## src/rtl/disp_sched.sv

```systemverilog
`default_nettype none
// ============================================================================
// Module   : disp_sched
// Brief    : Two-source round-robin scheduler for a 4-digit multiplexed
//            display. Grants one word at a time and holds it on screen for
//            HOLD_FRAMES full scan frames. A free-running prescaler produces
//            the digit scan tick.
//            Optional macro DISP_SCHED_BLANK_EN inserts a one-tick all-ones
//            blank period between consecutive words.
// Revision : 1.0  initial release
// ============================================================================
module disp_sched #(
    parameter int PRESCALE    = 50000,
    parameter int HOLD_FRAMES = 2
) (
    input  logic        clk,
    input  logic        reset,
    input  logic        req0_valid,
    input  logic [15:0] req0_data,
    input  logic        req1_valid,
    input  logic [15:0] req1_data,
    output logic        ack0,
    output logic        ack1,
    output logic [15:0] disp_data,
    output logic        disp_src,
    output logic        disp_busy,
    output logic        scan_tick
);

    localparam int PW = (PRESCALE > 2) ? $clog2(PRESCALE) : 1;
    localparam int HW = 10;

    localparam logic [PW-1:0] c_PRE_LAST  = PW'(PRESCALE - 1);
    localparam logic [HW-1:0] c_HOLD_LAST = HW'(4 * HOLD_FRAMES - 1);

    localparam logic [1:0] c_IDLE  = 2'd0;
    localparam logic [1:0] c_SHOW  = 2'd1;
`ifdef DISP_SCHED_BLANK_EN
    localparam logic [1:0] c_BLANK = 2'd2;
`endif

    logic [PW-1:0] r_pre;
    logic [HW-1:0] r_hold;
    logic [1:0]    r_state;
    logic [15:0]   r_data;
    logic          r_src;
    logic          r_last;
    logic          r_ack0;
    logic          r_ack1;

    logic          w_tick;
    logic          w_any;
    logic          w_win;

    assign w_tick = (r_pre == c_PRE_LAST);
    assign w_any  = req0_valid | req1_valid;
    // On a tie the source that was not granted last wins.
    assign w_win  = (req0_valid & req1_valid) ? ~r_last : req1_valid;

    always_ff @(posedge clk or posedge reset) begin
        if (reset) begin
            r_pre <= '0;
        end else if (w_tick) begin
            r_pre <= '0;
        end else begin
            r_pre <= r_pre + 1'b1;
        end
    end

    always_ff @(posedge clk or posedge reset) begin
        if (reset) begin
            r_state <= c_IDLE;
            r_data  <= 16'h0000;
            r_src   <= 1'b0;
            r_last  <= 1'b1;
            r_hold  <= '0;
            r_ack0  <= 1'b0;
            r_ack1  <= 1'b0;
        end else begin
            r_ack0 <= 1'b0;
            r_ack1 <= 1'b0;
            case (r_state)
                c_IDLE: begin
                    if (w_any) begin
                        r_state <= c_SHOW;
                        r_data  <= w_win ? req1_data : req0_data;
                        r_src   <= w_win;
                        r_last  <= w_win;
                        r_ack0  <= ~w_win;
                        r_ack1  <= w_win;
                        r_hold  <= '0;
                    end
                end
                c_SHOW: begin
                    if (w_tick) begin
                        if (r_hold == c_HOLD_LAST) begin
                            r_hold  <= '0;
`ifdef DISP_SCHED_BLANK_EN
                            r_state <= c_BLANK;
`else
                            r_state <= c_IDLE;
`endif
                        end else begin
                            r_hold <= r_hold + 1'b1;
                        end
                    end
                end
`ifdef DISP_SCHED_BLANK_EN
                c_BLANK: begin
                    if (w_tick) begin
                        r_state <= c_IDLE;
                    end
                end
`endif
                default: r_state <= c_IDLE;
            endcase
        end
    end

    assign ack0      = r_ack0;
    assign ack1      = r_ack1;
    assign disp_src  = r_src;
    assign disp_busy = (r_state == c_SHOW);
    assign scan_tick = w_tick;

`ifdef DISP_SCHED_BLANK_EN
    assign disp_data = (r_state == c_BLANK) ? 16'hFFFF : r_data;
`else
    assign disp_data = r_data;
`endif

endmodule
`default_nettype wire

```

## config.mk

```make
export PLATFORM = sky130hd
export DESIGN_NAME = disp_sched
export DESIGN_NICKNAME = d
export VERILOG_FILES = /design/src/rtl/disp_sched.sv
export SDC_FILE = /design/constraint.sdc
export NUM_CORES = 1
export LEC_CHECK = 0
export ABC_AREA = 1
export BUFFER_PORTS_ARGS = -buffer_cell sky130_fd_sc_hd__buf_4
export CAP_MARGIN = 20
export CORE_UTILIZATION = 54
export CTS_CLUSTER_DIAMETER = 50
export CTS_CLUSTER_SIZE = 40
export DETAILED_ROUTE_END_ITERATION = 10
export PLACE_DENSITY = 0.83
export REMOVE_ABC_BUFFERS = 1
export SLEW_MARGIN = 10
export SYNTH_ARGS = -nofsm -noshare
export SYNTH_HDL_FRONTEND = slang
export SYNTH_SLANG_ARGS = --single-unit
```

## constraint.sdc

```tcl
create_clock -name clk -period 1.8 [get_ports clk]
set_input_delay 0.18 -clock clk [delete_from_list [all_inputs] [get_ports clk]]
set_output_delay 0.18 -clock clk [all_outputs]
set_load 0.02 [all_outputs]
```

Yosys cells after proc, flatten, opt, wreduce, memory -nomap -nowiden
Index checks and enable logic that the tools add are counted.

RAM bits: 0. Bits in registers: 48. Memory bits (read-only): 0. Output and inout bits: 21. Bits in latches: 0. Bits of input ports: 36. Memories kept: 0. Logic and storage cells: 40.

Reductions and logical operators: 5. Multipliers: 0. Mux-type cells: 15. Shift operators: 0. Div/mod/pow operators: 0. Order comparisons: 0. Add/subtract/negate cells: 2. Bitwise gates (word level): 4. Equal/unequal tests: 6.

Operators with widths (count): $mux 16 (2); $mux 10 (3); $pmux 10 s2 (1); $add 16x1->16 const B (1); $eq 16x16->1 const B (1); $add 10x1->10 const B (1); $eq 10x3->1 const B (1); $mux 2 (3); $reduce_and 3->1 (2); $mux 1 (5); $ne 2x1->1 const B (2); $pmux 2 s2 (1); $eq 2x1->1 const B (1); $logic_not 2->1 (1); $ne 2x2->1 const B (1); $not 1->1 (2); $reduce_and 2->1 (1); $reduce_bool 2->1 (1); $and 1x1->1 (1); $or 1x1->1 (1).

Depth between registers and ports, before layout
Gate-level depths: netlist (run 1).

Word-level depth: 5. Mapped depth: 9.

Worst setup path before layout (run 1)
Ideal clock, no wire load.

Path type: register -> register. Start point: reg r_pre[0]. End point: reg r_hold[0]. Path slack: 0.496 ns. Cell stages (with the launch flop): 8. Data arrival time: 1.184 ns. Path through: dfrtp_1 > ha_1 > nand3_2 > nor2_4 > nand2_1 > clkinv_2 > nand4_1 > nand2_1.

Word-level cells in the longest chain between the ends: 3.

RTL lines: start: declaration (RTL line 42) `logic [PW-1:0] r_pre;`; start signal: assignment (RTL line 66) `r_pre <= r_pre + 1'b1;`; $eq 16x16->1 (RTL line 55) `assign w_tick = (r_pre == c_PRE_LAST);`; via scan_tick (RTL line 27) `output logic scan_tick`; $ne 2x1->1 (no line); $reduce_and 3->1 (no line); end signal: assignment (RTL line 104) `r_hold <= r_hold + 1'b1;`; end: declaration (RTL line 43) `logic [HW-1:0] r_hold;`.

The timed path passes the listed nets, and every way through them passes these cells. A chain may end at the register's enable or synchronous reset.

Worst setup path in the final report (run 1)
Start point: reg r_pre[0]. End point: out scan_tick.

Word-level cells in the longest chain between the ends: 1.

RTL lines (RTL line): $eq 16x16->1 (55); end: declaration (27).

Every way passes these cells.

==> results of run 1 <==
## area by class of cell
type                    count  share of cell area [%]
well taps                  52                    2.10
flip-flops and latches     47                    38.1
repair buffers             60                    14.6
inverters                  33                    4.08
clock inverters             1                   0.162
multi-input cells         240                    38.5
clock buffers               7                    2.47
## through the flow
stage / setup slack (ps) / power, W / setup TNS [ps] / utilization [%]
3_3_place_gp: 403 / 0.00117 / 0 / 67.3
5_1_grt: -2.61 / 0.00181 / -2.61 / 70.1
4_1_cts: 6.02 / 0.00176 / 0 / 69.4
6_report: 91.0 / 0.00175 / 0 / 70.1
3_5_place_dp: 342 / 0.00117 / 0 / 67.3
2_1_floorplan: 476 / 0.00110 / 0 / -
## per-layer routing
metal,wire [um],global-route usage (%)
met4,119,8.00
met5,0,0
met1,2330,28.7
met2,2580,39.2
met3,305,5.19
## flip-flops by register name, summed over array words and instances, names as in the netlist
register and cells:
ack0 1, r_pre 16, disp_src 1, ack1 1
r_last 1, r_hold 10, disp_data 16, r_state 1
## power breakdown
part | internal [W] | total [W] | switching [W]
combinational | 0.0000545 | 0.0000942 | 0.0000397
sequential | 0.00105 | 0.00105 | 0
clock | 0.000273 | 0.000603 | 0.000330
## timing repair
item | 4_1_cts | 5_1_grt
hold buffers | 1 | 0
hold endpoints to repair | 20 | 0
endpoints found under the setup margin | 0 | 1
gates resized for setup | 0 | 8
## worst max-delay path, stage by stage (launching register included)
cell	delay [ps]
dfrtp_1	430
ha_4	180
nand3_4	100
nor2_4	170
nand2_2	110
inv_4	100
buf_4	140
## final timing paths
check | slack (ps) | end | cells past startpoint | startpoint
max reg2reg | 340 | r_hold[5] | 7 | r_pre[0]
min in group asynchronous | 450 | disp_data[14] | 3 | reset
max in group asynchronous | 810 | r_state[0] | 4 | reset
max | 90 | scan_tick | 6 | r_pre[0]
min reg2reg | 480 | r_last | 2 | r_last
min | 90 | disp_data[13] | 3 | req1_data[13]
## placed cells by master (no fill, tap or decap), types with 2 or more instances in the layout
| master | Yosys | routed |
|---|---|---|
| o21ai_0 | 4 | 4 |
| nand2_1 | 110 | 109 |
| xor2_1 | 9 | 9 |
| inv_1 | 27 | 26 |
| nand4_1 | 4 | 4 |
| clkbuf_1 | 0 | 2 |
| inv_2 | 5 | 6 |
| nor2_1 | 44 | 42 |
| clkbuf_8 | 0 | 5 |
| o31ai_1 | 4 | 4 |
| nor2_4 | 6 | 6 |
| o21bai_1 | 2 | 2 |
| nor2_2 | 2 | 4 |
| nand3_1 | 35 | 35 |
| dfrtp_1 | 46 | 45 |
| nand2_2 | 4 | 5 |
| nor3_1 | 3 | 3 |
| buf_4 | 4 | 59 |
| a21oi_1 | 2 | 2 |
| nand3_2 | 5 | 4 |
## logic make-up after synthesis
| group | Yosys count | synth area share [%] |
|---|---|---|
| buffers and inverters | 40 | 7.24 |
| AOI/OAI and AO/OA | 14 | 3.82 |
| adders and majority gates | 2 | 0.992 |
| xor gates and xnor gates | 9 | 3.13 |
| and+or+nand+nor | 215 | 38.1 |
| DFF | 47 | 46.7 |
==> metrics.md, run 1 <==
| Metric | Value |
|---|---|
| Number of port buffers | 56 |
| Die Wd | 70.3 um |
| Worst slew pin tran | around 650 ps |
| FFs w/ async S/R, synth | 100% |
| Post-route minimum period | between 1500 and 2000 ps |
| Initial Util | roughly 57% |
| Syn avg cell area | between 7 and 8 um^2 |
| Global-route wire length before repair | 9200 um |
| Max_slew headroom | between 50 and 60% |
| GP Congestion | between 0.9 and 1 |
| CTS tree | yes |
| Final period utilization | roughly 95% |
| Hold Crit Class | input pin to flip-flop |
| DP HPWL | 3990 um |
| Top cells by area, synth | dfrtp_1 (46%), nand2_1 (16%), nand3_1 (6.9%) |
| Routed Antenna Nets | 0 |
| Final slew viol count | 0 |
| Final hold viol count | 0 |
| Top post-synthesis cells by count | nand2_1 (110), dfrtp_1 (46), nor2_1 (44) |
| Full die area | just under 5000 um^2 |
| Final setup viols | 0 |
| 1st-iter DRT viols | 120 |
| Distinct cells, synth | 27 |
| # rows | 24 |
| Worst-path clk slew | approximately 80 ps |
| GRT Residual Overflow | 0 |
| Gr usage total | between 20% and 30% |
| Synth Flop Type | dfrtp_1 |
| Hold slack | between 80 and 90 ps |
| Setup CP Type | flip-flop to output pin |
| Antenna diodes | 0 |
| Fin area | just over 3000 um^2 |
| WL/cell | roughly 12 um |
| Clock Sinks | 47 |
| Setup Skew | around 4.7 ps |
| Reg area | approximately 1200 um^2 |
| Placeable Area | approximately 4400 um^2 |
| Crit end category | output pin |
| CTS Buffer Depth | 2 |
| Layout area overhead | 22.7% |
| Cells after Synth | 327 |
| Largest net degree at the start of global routing | 26 |
| Synthesized flop and latch total | between 40 and 50 |
| PwrDens | about 570 nW/um^2 |
| # IOs | between 50 and 60 |
| Drt via density | 5.15 |
| Peak VDD IR | roughly 400 uV |
| Initial antenna violation count | 0 |
| Most numerous cell in the Yosys netlist | nand2_1 |
| DRC | 0 |
| Total CTS buffers | 5 |
| Worst Path Max Fanout | 7 |
| Yosys top cell by area | dfrtp_1 |
| Worst setup SP type | flip-flop |
| Dpl cells | 431 |
| Net count, final | between 400 and 500 |
| Post-synth EDFFs | 0 |
| Max Cap Viol | 0 |
| Register area share after synthesis | approximately 47% |
| Routed wire length | 5330 um |
| Non-filler instance count after layout | between 400 and 500 |
| Chip height | ~70 um |
| Via count | ~2300 |
| Critical Path RT | 1620 ps |
| Syn. warnings | 0 |
| Arr. time, crit path | roughly 1500 ps |
| Leak pwr | roughly 1.6 nW |
| Root Driver | clkbuf_8 |
| Fmax | just under 0.6 GHz |
| Post-CTS Setup Inserts | 0 |
| Status | finished clean |
| TritonRoute pass-1 iters | 4 |
| Share of the synthesized area in the top cell type | 45.6% |
| Placed Area | roughly 3000 um^2 |
| Vias in the first global route | about 2200 |
| Clock Latency Late Sink | 300 ps |
| Mapped Area | ~2500 um^2 |
| H-tree levels | 2 |
| Filler cells | 370 |
| Area of the multi-input gates | about 1200 um^2 |
| Layout cells sized above 1 | between 20% and 30% |
Power figures use the tool's default switching activity.
==> inputs of run 2 (changes only) <==
--- a/config.mk
+++ b/config.mk
@@ -8,13 +8,14 @@
 export ABC_AREA = 1
 export BUFFER_PORTS_ARGS = -buffer_cell sky130_fd_sc_hd__buf_4
 export CAP_MARGIN = 20
-export CORE_UTILIZATION = 54
+export CORE_UTILIZATION = 30
 export CTS_CLUSTER_DIAMETER = 50
 export CTS_CLUSTER_SIZE = 40
 export DETAILED_ROUTE_END_ITERATION = 10
-export PLACE_DENSITY = 0.83
+export PLACE_DENSITY = 0.54
 export REMOVE_ABC_BUFFERS = 1
 export SLEW_MARGIN = 10
 export SYNTH_ARGS = -nofsm -noshare
 export SYNTH_HDL_FRONTEND = slang
 export SYNTH_SLANG_ARGS = --single-unit
+export TNS_END_PERCENT = 50
==> constraint.sdc (replaced) <==
create_clock -name clk -period 1.4 [get_ports clk]
set_input_delay 0.14 -clock clk [delete_from_list [all_inputs] [get_ports clk]]
set_output_delay 0.14 -clock clk [all_outputs]
set_load 0.02 [all_outputs]
==> metrics.md, run 2 (synthesis gave the netlist of run 1 again) <==
| Metric | Value |
|---|---|
| Routed Antenna Nets | 0 (unchanged) |
| WL/cell | 11.3 um (-7.1%) |
| Worst-path clk slew | 100 ps (+20 ps) |
| Global-route wire length before repair | 10200 um (+10%) |
| Hold Crit Class | input pin to flip-flop |
| Setup Skew | 9.61 ps (+4.91 ps) |
| Root Driver | clkbuf_8 |
| 1st-iter DRT viols | 132 (+10%) |
| Sequential power share | 58.2% (-2.0 points) |
| Net count, final | 453 (+6.6%) |
| Clock Latency Late Sink | 300 ps (about the same) |
| Max Cap Viol | 0 (unchanged) |
| Most frequent cells in the layout | nand2_1 (107), buf_4 (84), dfrtp_1 (45) |
| H-tree levels | 2 (unchanged) |
| Power, Total | 0.00233 W (+33%) |
| Max_slew headroom | 77.5% (+21 points) |
| Peak VDD IR | 346 uV (-14%) |
| Violations in the final reports | negative setup slack |
| Non-filler instance count after layout | 521 (+18%) |
| Layout cells sized above 1 | 32.5% (+7.5 points) |
| Largest net degree at the start of global routing | 36 (+38%) |
| Arr. time, crit path | 1320 ps (-210 ps) |
| Internal | 0.00179 W (+30%) |
| CTS tree | yes |
| Via count | 2316 (+2.3%) |
| Post-route minimum period | around 1500 ps |
| Fmax | about 0.7 GHz |
| Dpl cells | 500 (+16%) |
| Placement Setup Slack | -3.42 ps (-346 ps) |
| Finished Core Util | 41.8% (-28 points) |
| Fin area | 3420 um^2 (+10%) |
| Switching Fraction | 23.1% (+1.9 points) |
| Final setup viols | 1 (+1) |
| Vias in the first global route | 2239 (+1.9%) |
| Final period utilization | 104% |
| Filler cells | 853 (+130%) |
| R2R Setup Slk | 0 ps (-340 ps) |
| Number of port buffers | 56 (unchanged) |
| Total CTS buffers | 5 (unchanged) |
| Drt via density | 4.45 (-14%) |
| Worst Path Max Fanout | 3 (-4) |
| Status | finished with violations |
| DP HPWL | 4290 um (+7.5%) |
| Setup CP Type | flip-flop to output pin |
| Chip height | 93.7 um (+33%) |
| Gate power share | 5.5% (about the same) |
| TritonRoute pass-1 iters | 4 (unchanged) |
| Worst slew pin tran | 335 ps (-316 ps) |
| Layout area overhead | 35.4% |
| Final hold viol count | 0 (unchanged) |
| Placed Area | 3170 um^2 (+6.7%) |
| GP Congestion | 0.844 (-8.0%) |
| Area of the multi-input gates | 1210 um^2 (+2.1%) |
| Crit end category | output pin |
| Leak pwr | 1.73 nW (+8.0%) |
| GRT Residual Overflow | 0 (unchanged) |
| Antenna diodes | 0 (unchanged) |
| Initial antenna violation count | 0 (unchanged) |
| Final slew viol count | 0 (unchanged) |
| CTS Buffer Depth | 2 (unchanged) |
| Critical Path RT | 1260 ps (-360 ps) |
| Reg area | 1180 um^2 (unchanged) |
| DRC | 0 (unchanged) |
| Full die area | 8780 um^2 (+77%) |
| PwrDens | 682 nW/um^2 (+20%) |
| Worst setup SP type | flip-flop |
| Clk network pwr share | 36.3% (+1.9 points) |
| Die Wd | 93.7 um (+33%) |
| Initial Util | 30.9% (-26 points) |
| Most common cell after layout, fill and taps aside | nand2_1 |
| Clock Sinks | 47 (unchanged) |
| Gr usage total | 14.5% (-8.5 points) |
| Final worst-path setup slack | -58.3 ps (-149 ps) |
| Routed wire length | 5870 um (+10%) |
| # rows | 33 (+38%) |
| P_sw | 0.000537 W (+45%) |
| Placeable Area | 8180 um^2 (+85%) |
| Unrepaired setup endpoints after global routing | yes |
| # IOs | 57 (unchanged) |
[run 2: cell count changes in the layout (fill, tap and decap cells not counted), moves of 2 or more]
cell      change
buf_4        +25
inv_6         +2
inv_2         +2
inv_1         -3
nand2_2       +2
clkbuf_1      -2
nand2_1       -2
[run 2: routing by layer]
layer,track usage (%),routed length (um),up-vias,share of wire [%]
met5,0,0,-,0
met3,3.56,361,6,6.2
met4,3.46,51,0,0.87
li1,-,-,1202,-
met1,19.4,2810,1039,48
met2,23.6,2650,69,45
[run 2: final cells by class]
cell class | instances | area share, %
Inverter | 33 | 3.74
Clock buffer | 5 | 2.01
Sequential cell | 47 | 34.5
Clock inverter | 3 | 0.659
Timing Repair Buffer | 87 | 19.7
Multi-Input combinational cell | 241 | 35.6
Tap cell | 105 | 3.85
[run 2: critical path: stages (launching register included)]
cell	delay (ps)
dfrtp_1	410
nor2_2	150
nand2_1	80
nor2_2	130
nand2_2	80
clkinv_2	70
buf_6	110
[run 2: repair_timing]
action	CTS	global route
hold buffers	1	0
cloned	0	1
setup endpoints to repair	4	23
resized for setup	8	10
pin swaps	4	5
endpoints found under the hold margin	11	0
setup buffers	11	0
[run 2: worst paths after layout]
check	start	endpoint	cells past startpoint
setup / recovery	r_pre[13]	scan_tick	6
hold / removal	req1_data[5]	disp_data[5]	3
setup reg to reg	r_pre[1]	r_pre[12]	9
hold reg to reg	r_last	r_last	2
max in group asynchronous	reset	r_pre[7]	4
min in group asynchronous	reset	disp_data[6]	3
[run 2: through the flow]
step	hold slack, ps	setup TNS [ps]
6_report	29.0	-58.3
5_1_grt	25.4	-1030
4_1_cts	12.9	-69.8
3_5_place_dp	117	-5.52
3_3_place_gp	116	0
2_1_floorplan	260	0
[run 2: power by group through the flow]
stage               clock [W]  combinational, W  sequential, W
finish               0.000846          0.000127        0.00136
floorplan                   0         0.0000307        0.00138
global placement            0          0.000126        0.00138
CTS                  0.000904          0.000130        0.00136
global route         0.000944          0.000141        0.00136
detailed placement          0          0.000128        0.00138
